--- src/rtl/hyperram_tx_seq.sv ---
// HyperBus transmit sequencer: serialises the 48-bit CA word, counts the
// initial latency, streams masked write bytes and releases the bus for reads.
// One byte per clk_i cycle; hr_ck_o toggles every cycle while CS# is low.
module hyperram_tx_seq #(
    parameter int LATENCY    = 6,
    parameter int RECOVERY   = 4,
    parameter int RD_TIMEOUT = 255
) (
    input  logic        clk_i,
    input  logic        rst_i,
    input  logic        cmd_valid_i,
    output logic        cmd_ready_o,
    input  logic        cmd_read_i,
    input  logic [31:0] cmd_addr_i,
    input  logic [7:0]  cmd_len_i,
    input  logic        wdata_valid_i,
    output logic        wdata_ready_o,
    input  logic [15:0] wdata_i,
    input  logic [1:0]  wmask_i,
    input  logic        rd_done_i,
    output logic        rd_active_o,
    output logic        err_o,
    output logic        hr_csn_o,
    output logic        hr_ck_o,
    output logic [7:0]  hr_dq_o,
    output logic        hr_dq_oe_o,
    output logic        hr_rwds_o,
    output logic        hr_rwds_oe_o,
    input  logic        hr_rwds_i
);

    typedef enum logic [2:0] {S_IDLE, S_CA, S_LAT, S_WRITE, S_READ, S_END} state_t;

    localparam int             RDW      = $clog2(RD_TIMEOUT + 1);
    localparam logic [7:0]     LAT_1X   = 8'(2 * LATENCY - 1);
    localparam logic [7:0]     LAT_2X   = 8'(4 * LATENCY - 1);
    localparam logic [7:0]     REC_LAST = 8'(RECOVERY - 1);
    localparam logic [RDW-1:0] RD_LAST  = RDW'(RD_TIMEOUT - 1);

    state_t          state_q, state_d;
    logic [7:0]      cnt_q, cnt_d;
    logic [8:0]      words_q, words_d;     // words still to issue after the current one
    logic            read_q, read_d;
    logic            dbl_q, dbl_d;
    logic            exit_q, exit_d;       // read finished on an even cycle: one pad cycle
    logic [47:0]     ca_q, ca_d;
    logic [15:0]     wword_q, wword_d;
    logic [1:0]      wmask_q, wmask_d;
    logic [RDW-1:0]  rd_cnt_q, rd_cnt_d;
    logic            take_word;

    logic            cmd_ready_q, cmd_ready_d;
    logic            csn_q, csn_d;
    logic            ck_q, ck_d;
    logic [7:0]      dq_q, dq_d;
    logic            dq_oe_q, dq_oe_d;
    logic            rwds_q, rwds_d;
    logic            rwds_oe_q, rwds_oe_d;
    logic            wready_q, wready_d;
    logic            rd_active_q, rd_active_d;
    logic            err_q, err_d;
    logic            active;

    // Next-state and datapath: transitions, counters, CA shifter, write capture
    always_comb begin
        state_d   = state_q;
        cnt_d     = cnt_q;
        words_d   = words_q;
        read_d    = read_q;
        dbl_d     = dbl_q;
        exit_d    = exit_q;
        ca_d      = ca_q;
        wword_d   = wword_q;
        wmask_d   = wmask_q;
        rd_cnt_d  = rd_cnt_q;
        wready_d  = 1'b0;
        err_d     = 1'b0;
        take_word = 1'b0;
        case (state_q)
            S_IDLE: begin
                if (cmd_valid_i && cmd_ready_q) begin
                    state_d = S_CA;
                    cnt_d   = 8'd0;
                    read_d  = cmd_read_i;
                    dbl_d   = 1'b0;
                    words_d = (cmd_len_i == 8'd0) ? 9'd1 : {1'b0, cmd_len_i};
                    ca_d    = {cmd_read_i, 1'b0, 1'b1, cmd_addr_i[31:3], 13'd0, cmd_addr_i[2:0]};
                end
            end
            S_CA: begin
                ca_d = {ca_q[39:0], 8'h00};
                if (cnt_q == 8'd2) dbl_d = hr_rwds_i;
                if (cnt_q == 8'd5) begin
                    state_d = S_LAT;
                    cnt_d   = 8'd0;
                end else begin
                    cnt_d = cnt_q + 8'd1;
                end
            end
            S_LAT: begin
                if (cnt_q == (dbl_q ? LAT_2X : LAT_1X)) begin
                    if (read_q) begin
                        state_d  = S_READ;
                        rd_cnt_d = '0;
                        exit_d   = 1'b0;
                    end else begin
                        take_word = 1'b1;
                    end
                end else begin
                    cnt_d = cnt_q + 8'd1;
                end
            end
            S_WRITE: begin
                // ck_q high marks the odd (low-byte) cycle; the next word starts after it
                if (ck_q) begin
                    if (words_q == 9'd0) begin
                        state_d = S_END;
                        cnt_d   = 8'd0;
                    end else begin
                        take_word = 1'b1;
                    end
                end
            end
            S_READ: begin
                if (exit_q) begin
                    state_d = S_END;
                    cnt_d   = 8'd0;
                end else begin
                    rd_cnt_d = rd_cnt_q + 1'b1;
                    if (rd_done_i || rd_cnt_q == RD_LAST) begin
                        err_d = ~rd_done_i;
                        if (ck_q) begin
                            state_d = S_END;
                            cnt_d   = 8'd0;
                        end else begin
                            exit_d = 1'b1;
                        end
                    end
                end
            end
            S_END: begin
                if (cnt_q == REC_LAST) state_d = S_IDLE;
                else                   cnt_d   = cnt_q + 8'd1;
            end
            default: state_d = S_IDLE;
        endcase
        // Start of a word: consume it, or abort cleanly on underrun
        if (take_word) begin
            if (wdata_valid_i) begin
                state_d  = S_WRITE;
                wword_d  = wdata_i;
                wmask_d  = wmask_i;
                words_d  = words_q - 9'd1;
                wready_d = 1'b1;
            end else begin
                state_d = S_END;
                cnt_d   = 8'd0;
                err_d   = 1'b1;
            end
        end
    end

    // Output decode from the next state so every pin comes straight from a flop
    always_comb begin
        active      = (state_d == S_CA) || (state_d == S_LAT) ||
                      (state_d == S_WRITE) || (state_d == S_READ);
        csn_d       = ~active;
        ck_d        = (active && state_q != S_IDLE) ? ~ck_q : 1'b0;
        cmd_ready_d = (state_d == S_IDLE);
        rd_active_d = (state_d == S_READ);
        dq_d        = 8'h00;
        dq_oe_d     = 1'b0;
        rwds_d      = 1'b0;
        rwds_oe_d   = 1'b0;
        case (state_d)
            S_CA: begin
                dq_oe_d = 1'b1;
                dq_d    = ca_d[47:40];
            end
            S_LAT: begin
                if (!read_d && cnt_d == (dbl_d ? LAT_2X : LAT_1X)) begin
                    dq_oe_d   = 1'b1;
                    rwds_oe_d = 1'b1;
                end
            end
            S_WRITE: begin
                dq_oe_d   = 1'b1;
                rwds_oe_d = 1'b1;
                dq_d      = ck_d ? wword_d[7:0] : wword_d[15:8];
                rwds_d    = ck_d ? wmask_d[0]   : wmask_d[1];
            end
            default: ;
        endcase
    end

    // State, datapath and output registers
    always_ff @(posedge clk_i) begin
        if (rst_i) begin
            state_q     <= S_IDLE;
            cnt_q       <= 8'd0;
            words_q     <= 9'd0;
            read_q      <= 1'b0;
            dbl_q       <= 1'b0;
            exit_q      <= 1'b0;
            ca_q        <= 48'd0;
            wword_q     <= 16'd0;
            wmask_q     <= 2'd0;
            rd_cnt_q    <= '0;
            cmd_ready_q <= 1'b0;
            csn_q       <= 1'b1;
            ck_q        <= 1'b0;
            dq_q        <= 8'h00;
            dq_oe_q     <= 1'b0;
            rwds_q      <= 1'b0;
            rwds_oe_q   <= 1'b0;
            wready_q    <= 1'b0;
            rd_active_q <= 1'b0;
            err_q       <= 1'b0;
        end else begin
            state_q     <= state_d;
            cnt_q       <= cnt_d;
            words_q     <= words_d;
            read_q      <= read_d;
            dbl_q       <= dbl_d;
            exit_q      <= exit_d;
            ca_q        <= ca_d;
            wword_q     <= wword_d;
            wmask_q     <= wmask_d;
            rd_cnt_q    <= rd_cnt_d;
            cmd_ready_q <= cmd_ready_d;
            csn_q       <= csn_d;
            ck_q        <= ck_d;
            dq_q        <= dq_d;
            dq_oe_q     <= dq_oe_d;
            rwds_q      <= rwds_d;
            rwds_oe_q   <= rwds_oe_d;
            wready_q    <= wready_d;
            rd_active_q <= rd_active_d;
            err_q       <= err_d;
        end
    end

    assign cmd_ready_o   = cmd_ready_q;
    assign hr_csn_o      = csn_q;
    assign hr_ck_o       = ck_q;
    assign hr_dq_o       = dq_q;
    assign hr_dq_oe_o    = dq_oe_q;
    assign hr_rwds_o     = rwds_q;
    assign hr_rwds_oe_o  = rwds_oe_q;
    assign wdata_ready_o = wready_q;
    assign rd_active_o   = rd_active_q;
    assign err_o         = err_q;

endmodule

--- config.mk ---
export PLATFORM = sky130hd
export DESIGN_NAME = hyperram_tx_seq
export DESIGN_NICKNAME = d
export VERILOG_FILES = /design/src/rtl/hyperram_tx_seq.sv
export SDC_FILE = /design/constraint.sdc
export NUM_CORES = 1
export LEC_CHECK = 0
export BUFFER_PORTS_ARGS = -buffer_cell sky130_fd_sc_hd__buf_4
export CORE_ASPECT_RATIO = 1.2
export CORE_UTILIZATION = 46
export DETAILED_ROUTE_END_ITERATION = 10
export PLACE_DENSITY = 0.67
export SYNTH_ARGS = -nofsm -noshare
export SYNTH_HDL_FRONTEND = slang
export SYNTH_SLANG_ARGS = --single-unit
--- constraint.sdc ---
create_clock -name clk_i -period 4.01 [get_ports clk_i]
set_clock_uncertainty 0.2 [all_clocks]
set_input_delay 0.802 -clock clk_i [delete_from_list [all_inputs] [get_ports clk_i]]
set_output_delay 0.802 -clock clk_i [all_outputs]
set_load 0.01 [all_outputs]
==> impl_metrics.toml, run 1 <==
[worst_setup_path]
startpoint_type = "flip-flop"
rr_endpoint = "hr_dq_o[5]"
ff2ff_path_depth = 9
critPathCapture = "hr_dq_o[5]"
r2r_slack_ns = 0.44
r2r-start = "words_q[0]"
crit_path_end_kind = "flip-flop"
cp_max_fo = 15
cp.arrival_ns = 3.58
critPathLaunch = "words_q[0]"
worstSetupPathType = "flip-flop to flip-flop"
crit_required_ns = 4.02

[floorplan]
row_count = 41
io_pins = 82
die_width_um = 97.3
die_h_um = 116
start_util_pct = 47.4
core-area_mm2 = 0.0106
fp.dieArea_mm2 = 0.0113

[logic_synthesis]
syn_nets = 685
synth_commonest_cells = "dfxtp_1, nand2_1, a21oi_1"
synth.most_common_cell = "dfxtp_1"
synth_top_area_share_pct = 42.0
syn_area_mm2 = 0.00501
synth.largest_area_cell = "dfxtp_1"
synth-seq-area-share_pct = 42.0
ys_types = 70
netlist_instances = 613
async_reset_ff_share_pct = 0
yosys-top-cells-area = "dfxtp_1, nand2_1, a21oi_1"
ys_ff_latch = 105
ys_warn_count = 0
syn_avg_cell_area_um2 = 8.17
ys.flop_type = "dfxtp_1"
synth_edf_count = 0

[sta]
setup_viol_count_final = 0
rsz0062_at_grt = "false"
fin_hold_ws_ns = 0.254
tightest_slew_ns = 0.867
finalCriticalPeriod_ns = 3.57
fmax_mhz = 280
post-route-period-util_pct = 89.1
fin_ws_ns = 0.439
hold_violations = 0
drv_slew = 0
slew_headroom_pct = 41.9
setup_tns_ns = 0

[hold_path]
hp-class = "flip-flop to flip-flop"

[power]
p_per_area_mw_per_mm2 = 375
vdd_drop_max_v = 0.000245
leakage_nw = 2.18

[grt]
grt_pass1_vias = 4510
grtUsageTotal_pct = 23.7
grt_max_degree = 66
overflow = 0
antenna_found_initial = 0
grt_first_pass_wirelength_mm = 21.7

[placed_design]
hpwlAfterDp_mm = 9.44
io_buffers = 81
place.gp.congestion = 0.882
dp_worst_setup_slack_ns = 0.526
place_inst = 793

[finish]
n_fill_cell = 1032
diodes = 0
layout.cells.non_filler = 809
nets = 747
area_delta_synth_final_pct = 19.7
drive_gt1_share_pct = 18.5
finish.utilization_pct = 56.7

[detailed_routing]
via_per_inst = 5.87
drt-total-wl_mm = 13.3
ant_nets = 0
first_pass_iters = 4
via_count = 4750
avgRoutedWirePerCell_um = 16.4
drt_iter0_drc = 259
drc = 0

[clock_tree]
clock_latency_ns = 0.35
path_clk_slew_ns = 0.07
clk_path_buf_depth = 2
cts_resized = 0
clock_sinks = 105
cts_hold_buf = 0
cts_setup_buffers = 0
root_buffer = "clkbuf_16"
tritoncts = "done"
cts-buffers-inserted = 9
htree_num_levels = 3

[run_status]
status = "complete, no violations"

[run]
maxCapViolations = 0
-- state kept, by name, indices dropped and copies added, names as in the netlist, 2 cells and up --
register and cells:
wword_q 16, cnt_q 8, ca_q 39, words_q 9
wmask_q 2, hr_dq_o 8, state_q 3, rd_cnt_q 8
-- critical path: stages (launching register included) --
cell      delay (ns)
dfxtp_1         0.33
inv_1           0.09
ha_1            0.15
nor4b_1         0.60
a21o_1          0.28
a21oi_1         0.25
nor3_2          0.50
o211a_1         0.64
mux2i_1         0.26
o211ai_1        0.11
-- worst min path at each step --
stage	cells after the start	to	startpoint	slack, ns
2_1_floorplan	2	ca_q[10]	ca_q[2]	0.23
3_3_place_gp	2	wword_q[7]	wword_q[7]	0.24
3_5_place_dp	2	wword_q[5]	wword_q[5]	0.25
4_1_cts	2	wword_q[5]	wword_q[5]	0.26
5_1_grt	2	wword_q[14]	wword_q[14]	0.27
6_report	2	wword_q[5]	wword_q[5]	0.25
-- through the flow --
| step | instance area (µm²) | power (W) |
|---|---|---|
| after detailed placement | 5690 | 0.00138 |
| after global routing | 6000 | 0.00234 |
| after floorplan | 5010 | 0.00127 |
| after CTS | 6000 | 0.00227 |
| after global placement | 5690 | 0.00137 |
| final | 6000 | 0.00225 |
-- routing by layer --
metal / routed length (µm) / vias up / track usage, %
li1: - / 2360 / -
met1: 5690 / 2254 / 28.9
met2: 6750 / 113 / 42.2
met3: 560 / 23 / 3.53
met4: 286 / 0 / 10.2
met5: 0 / - / 0
-- area by class of cell --
class	instances	area [µm²]	share of cell area, %
flip-flops and latches	105	2100	35.1
inverters	11	41.3	0.689
well taps	129	161	2.69
repair buffers	92	691	11.5
clock buffers	10	239	3.99
multi-input cells	456	2700	44.9
clock inverters	6	66.3	1.11
-- kinds of logic after synthesis --
kind of cell,Yosys count,synth area share [%]
fa+ha+maj,7,1.75
simple gates,239,23.7
flops,105,42.0
buf+inv,52,4.40
xor+xnor,5,0.874
mux,11,2.47
compound gates,194,24.9
-- where the power goes --
group	switching [W]	total (W)	internal, W
combinational	0.000146	0.000257	0.000111
sequential	0.0000239	0.00110	0.00107
clock	0.000392	0.000896	0.000503
-- placed cells by master (no fill, tap or decap), types with 7 or more instances in the layout --
| cell type | count |
|---|---|
| and2_1 | 13 |
| o21ai_0 | 26 |
| a221oi_1 | 10 |
| nand2_1 | 103 |
| buf_4 | 92 |
| mux2i_1 | 9 |
| dfxtp_1 | 105 |
| a21oi_1 | 71 |
| o211ai_1 | 12 |
| inv_1 | 11 |
| nand3_1 | 13 |
| clkbuf_16 | 9 |
| a22oi_1 | 25 |
| ha_1 | 7 |
| nor3_1 | 16 |
| a2111oi_0 | 8 |
| nor2_1 | 44 |
| a31oi_1 | 7 |
(Power assumes the default switching activity.)
==> run 2, diff against run 1 <==
==> config.mk (replaced) <==
export PLATFORM = sky130hd
export DESIGN_NAME = hyperram_tx_seq
export DESIGN_NICKNAME = d
export VERILOG_FILES = /design/src/rtl/hyperram_tx_seq.sv
export SDC_FILE = /design/constraint.sdc
export NUM_CORES = 1
export LEC_CHECK = 0
export CORE_ASPECT_RATIO = 1.2
export CORE_UTILIZATION = 46
export DETAILED_ROUTE_END_ITERATION = 10
export DONT_BUFFER_PORTS = 1
export SYNTH_ARGS = -nofsm -noshare
export SYNTH_HDL_FRONTEND = slang
export SYNTH_SLANG_ARGS = --single-unit
==> run 2 against run 1 <==
Compared with the run above:
- register-to-register slack barely moved
- die area did not move
- sequential power barely moved
- global-route usage fell by 0.60 points
- critical path type unchanged
- via count fell by 6.4%
- combinational power fell by 28%
- first-iteration DRC count fell by 24%
- largest power group unchanged
- non-clock buffer count fell by 83
- clock power rose by 2.5%
==> impl_metrics.toml, run 2 (synthesis results as in run 1) <==
[placed_design]
hpwlAfterDp_mm = 8.91
dpl_cell_area_mm2 = 0.00507
io_buffers = 0
place.gp.congestion = 0.882

[clock_tree]
clk_path_buf_depth = 2
path_clk_slew_ns = 0.07
htree_num_levels = 3
cts-buffers-inserted = 9
cts_hold_buf = 0
clock_sinks = 105
clock_latency_ns = 0.35
tritoncts = "done"
root_buffer = "clkbuf_16"

[sta]
hold_violations = 0
fmax_mhz = 280
finalCriticalPeriod_ns = 3.57
tightest_slew_ns = 0.860
drv_slew = 0
rsz0062_at_grt = "false"
fin_hold_ws_ns = 0.248
post-route-period-util_pct = 89.0
slew_headroom_pct = 42.7
setup_tns_ns = 0
setup_viol_count_final = 0

[floorplan]
core-area_mm2 = 0.0106
fp.dieArea_mm2 = 0.0113
start_util_pct = 47.4
io_pins = 82
die_h_um = 116
row_count = 41
die_width_um = 97.3

[grt]
grt.met1_usage_pct = 27.5
grt_first_pass_wirelength_mm = 20.8
overflow = 0
grt_pass1_vias = 4175
gr-usage-met2_pct = 41.0
grtUsageTotal_pct = 23.1
busiest_layer = "met2"
grt.met3_usage_pct = 3.95
antenna_found_initial = 0
grt_max_degree = 82

[finish]
top_register = "ca_q"
diodes = 0
layout_commonest_cell = "dfxtp_1"
largest_reg_flops = 39
reg.largest.list = "ca_q (39), wword_q (16), words_q (9)"
nets = 664
post-route-cell-area_mm2 = 0.00538
drive_gt1_share_pct = 7.20
layout_common_cells = "dfxtp_1, nand2_1, a21oi_1, nor2_1"
area_delta_synth_final_pct = 7.37

[detailed_routing]
avgRoutedWirePerCell_um = 17.7
first_pass_iters = 4
drt_iter0_drc = 196
via_per_inst = 6.12
ant_nets = 0
drc = 0
via_count = 4446
drt-total-wl_mm = 12.9

[power]
leakage_nw = 1.77
vdd_drop_max_v = 0.000262
p_per_area_mw_per_mm2 = 409
total_power_w = 0.00220

[worst_setup_path]
ff2ff_path_depth = 8
startpoint_type = "flip-flop"
rr_endpoint = "hr_dq_o[2]"
crit_top_cell = "o211ai_1"
cp.arrival_ns = 3.59
crit_path_end_kind = "flip-flop"
cp_max_fo = 9
worstSetupPathType = "flip-flop to flip-flop"
r2r-start = "cnt_q[0]"
cpPeakStageDelay_ns = 0.73
worstPathCellList = "ha_1, nor4b_4, o211ai_1, a21oi_1, nand4bb_1, nor2_1, nand2_1, o211ai_1"
r2r_slack_ns = 0.44
crit_slowest_cell = "a21oi_1"
crit_required_ns = 4.03

[hold_path]
hp-start = "wword_q[11]"
hp-class = "flip-flop to flip-flop"
min_to = "wword_q[11]"
min_path_cells = 2

[run_status]
status = "complete, no violations"

[run]
maxCapViolations = 0
## run 2: changes by cell type in the layout (fill, tap and decap cells not counted), sizes merged
cell,change
buf,-83
clkinv,-3
inv,+3
clkbuf,-1
clkinvlp,+1
## run 2: final cells by class
class | instances | area, µm²
Tap cell | 129 | 161
Timing Repair Buffer | 9 | 67.6
Multi-Input combinational cell | 456 | 2700
Clock buffer | 9 | 225
Fill cell | 1033 | 5190
Sequential cell | 105 | 2100
Inverter | 11 | 41.3
Clock inverter | 7 | 86.3
## run 2: where the power goes
group / internal [W] / switching [W]
Sequential: 0.00107 / 0.0000258
Combinational: 0.0000672 / 0.000118
Clock: 0.000499 / 0.000419
Total: 0.00164 / 0.000563
## run 2: repair_timing
action                                  in CTS  in global routing
setup buffers                                0                  0
endpoints found under the setup margin       0                  8
resized for setup                            0                  1
## run 2: worst max path at each step
| stage | startpoint | endpoint | slack (ns) | cells after the start |
|---|---|---|---|---|
| 6_report | cnt_q[0] | hr_dq_o[2] | 0.44 | 8 |
| 5_1_grt | words_q[0] | hr_dq_o[2] | 0.12 | 9 |
| 4_1_cts | cnt_q[0] | hr_dq_o[1] | 0.14 | 8 |
| 3_5_place_dp | cnt_q[0] | hr_dq_o[1] | 0.11 | 8 |
| 3_3_place_gp | cnt_q[0] | hr_dq_o[3] | 0.34 | 8 |
| 2_1_floorplan | cnt_q[0] | hr_rwds_o | 0.94 | 8 |
## run 2: critical path: cells and delay by family, from the launching register on
family                   cells  cell delay, ns
adder cells (fa/ha/maj)      1            0.28
AND/OR/NAND/NOR              4            1.31
flip-flops                   1            0.45
AO/OA/AOI/OAI                3            1.18
## run 2: stage by stage
step                      worst slack, ns  utilization, %  cells
after floorplan                     0.938               -    613
after global placement              0.343            48.0    710
after detailed placement            0.110            48.0    710
after CTS                           0.145            50.9    726
after global routing                0.118            50.9    726
final                               0.440            50.9    726
## run 2: metal layers
layer	up-vias	routed length, µm
met5	-	0
met4	0	351
met3	25	656
met2	110	6430
met1	2126	5430
li1	2185	-
==> run 3, diff against run 2 <==
--- a/config.mk
+++ b/config.mk
@@ -6,7 +6,7 @@
 export NUM_CORES = 1
 export LEC_CHECK = 0
 export CORE_ASPECT_RATIO = 1.2
-export CORE_UTILIZATION = 46
+export CORE_UTILIZATION = 33
 export DETAILED_ROUTE_END_ITERATION = 10
 export DONT_BUFFER_PORTS = 1
 export SYNTH_ARGS = -nofsm -noshare
==> run 3 against run 2 <==
Compared with the run above:
- die area increased by 39%
- global-route usage decreased by 5.6 points
- first-iteration DRC count increased by 21%
- non-clock buffer count increased by 3
- register-to-register slack improved by 0.18 ns
- wire length increased by 4.7%
- sequential power about the same
- utilization decreased by 13 points
- clock power increased by 7.2%
- clock-buffer cell count increased by 1
- combinational power about the same
- critical endpoint is now hr_dq_o[6]
- largest power group unchanged
==> impl_metrics.toml, run 3 (synthesis results as in run 1) <==
[run_status]
status = "complete, no violations"

[clock_tree]
cts_resized = 0
cts_setup_buffers = 0
clk_path_buf_depth = 2
path_clk_slew_ns = 0.08
cts_hold_buf = 0
clock_sinks = 105
root_buffer = "clkbuf_16"
htree_num_levels = 3
clock_latency_ns = 0.36
cts-buffers-inserted = 9
tritoncts = "done"

[sta]
post-route-period-util_pct = 84.5
fmax_mhz = 295
tightest_slew_ns = 0.967
fin_hold_ws_ns = 0.250
drv_slew = 0
setup_viol_count_final = 0
finalCriticalPeriod_ns = 3.39
hold_violations = 0
setup_tns_ns = 0
rsz0062_at_grt = "false"
fin_ws_ns = 0.623
slew_headroom_pct = 35.1

[grt]
grtUsageTotal_pct = 17.6
grt_max_degree = 82
grt_pass1_vias = 4124
overflow = 0
grt_first_pass_wirelength_mm = 21.2
antenna_found_initial = 0

[placed_design]
io_buffers = 0
place.gp.congestion = 0.878
place_inst = 784
dp_worst_setup_slack_ns = 0.584
hpwlAfterDp_mm = 9.80

[power]
leakage_nw = 1.80
vdd_drop_max_v = 0.000217
p_per_area_mw_per_mm2 = 412

[detailed_routing]
avgRoutedWirePerCell_um = 16.8
drt-total-wl_mm = 13.5
drt_iter0_drc = 237
ant_nets = 0
drc = 0
via_per_inst = 5.57
via_count = 4454
first_pass_iters = 5

[floorplan]
io_pins = 82
fp.dieArea_mm2 = 0.0157
die_width_um = 114
row_count = 48
die_h_um = 137
start_util_pct = 34.3
core-area_mm2 = 0.0146

[finish]
diodes = 0
n_fill_cell = 1498
drive_gt1_share_pct = 7.67
area_delta_synth_final_pct = 10.0
layout.cells.non_filler = 800
nets = 667
largest_reg_flops = 39
layout_commonest_cell = "dfxtp_1"
reg.largest.list = "ca_q (39), wword_q (16), words_q (9)"
top_register = "ca_q"
layout_common_cells = "dfxtp_1, nand2_1, a21oi_1, nor2_1, o21ai_0"

[worst_setup_path]
crit_required_ns = 4.05
crit_path_end_kind = "flip-flop"
worstPathCellList = "inv_1, ha_1, nor4b_1, a31oi_1, a221o_1, or4b_4, o211a_1, a211oi_1, o21ai_1"
startpoint_type = "flip-flop"
cpPeakStageDelay_ns = 0.64
cp.arrival_ns = 3.43
r2r_slack_ns = 0.62
r2r-start = "words_q[0]"
crit_slowest_cell = "nor4b_1"
worstSetupPathType = "flip-flop to flip-flop"
cp_max_fo = 15
critPathLaunch = "words_q[0]"

[run]
maxCapViolations = 0

[hold_path]
hp-class = "flip-flop to flip-flop"
hp-start = "wword_q[11]"
run 3: changes by cell type in the layout (fill, tap and decap cells not counted), sizes merged:
cell      delta
buf          +3
bufinv       +1
clkbuf       +1
clkinvlp     -1
inv          -1
run 3: where the power goes:
group	internal (W)	total [W]	switching [W]
clock network	0.000572	0.000984	0.000411
logic	0.0000678	0.000186	0.000118
registers	0.00107	0.00110	0.0000264
total	0.00171	0.00227	0.000556
run 3: final timing paths:
| path | to | depth (start not counted) |
|---|---|---|
| setup / recovery | hr_dq_o[6] | 9 |
| hold / removal | wword_q[11] | 2 |
| setup reg to reg | hr_dq_o[6] | 9 |
| hold reg to reg | wword_q[11] | 2 |
run 3: through the flow:
stage | power [W] | utilization [%] | area (µm²)
after global routing | 0.00236 | 37.8 | 5510
after CTS | 0.00230 | 37.8 | 5510
after floorplan | 0.00127 | - | 5010
after detailed placement | 0.00131 | 35.5 | 5180
final | 0.00227 | 37.8 | 5510
after global placement | 0.00131 | 35.5 | 5180
run 3: metal layers:
layer  vias up  part of all wire [%]  global-route usage (%)
met2       105                    51                    30.5
met1      2144                    41                    20.3
li1       2187                     -                       -
met3        18                   5.7                    4.56
met5         -                     0                       0
met4         0                   2.1                    7.50
run 3: cell type report:
cell class	count	area (µm²)	share of cell area, %
multi-input combinational	456	2700	48.9
clock inverter	6	95.1	1.72
timing repair buffer	12	90.1	1.63
sequential	105	2100	38.1
clock buffer	10	239	4.33
inverter	11	41.3	0.749
tap	200	250	4.54
run 3: critical path: cells and delay by family (launching register included):
family / cells / cell delay (ns)
compound gates: 5 / 1.35
fa+ha+maj: 1 / 0.13
buf+inv: 1 / 0.08
flops: 1 / 0.33
simple gates: 2 / 1.17
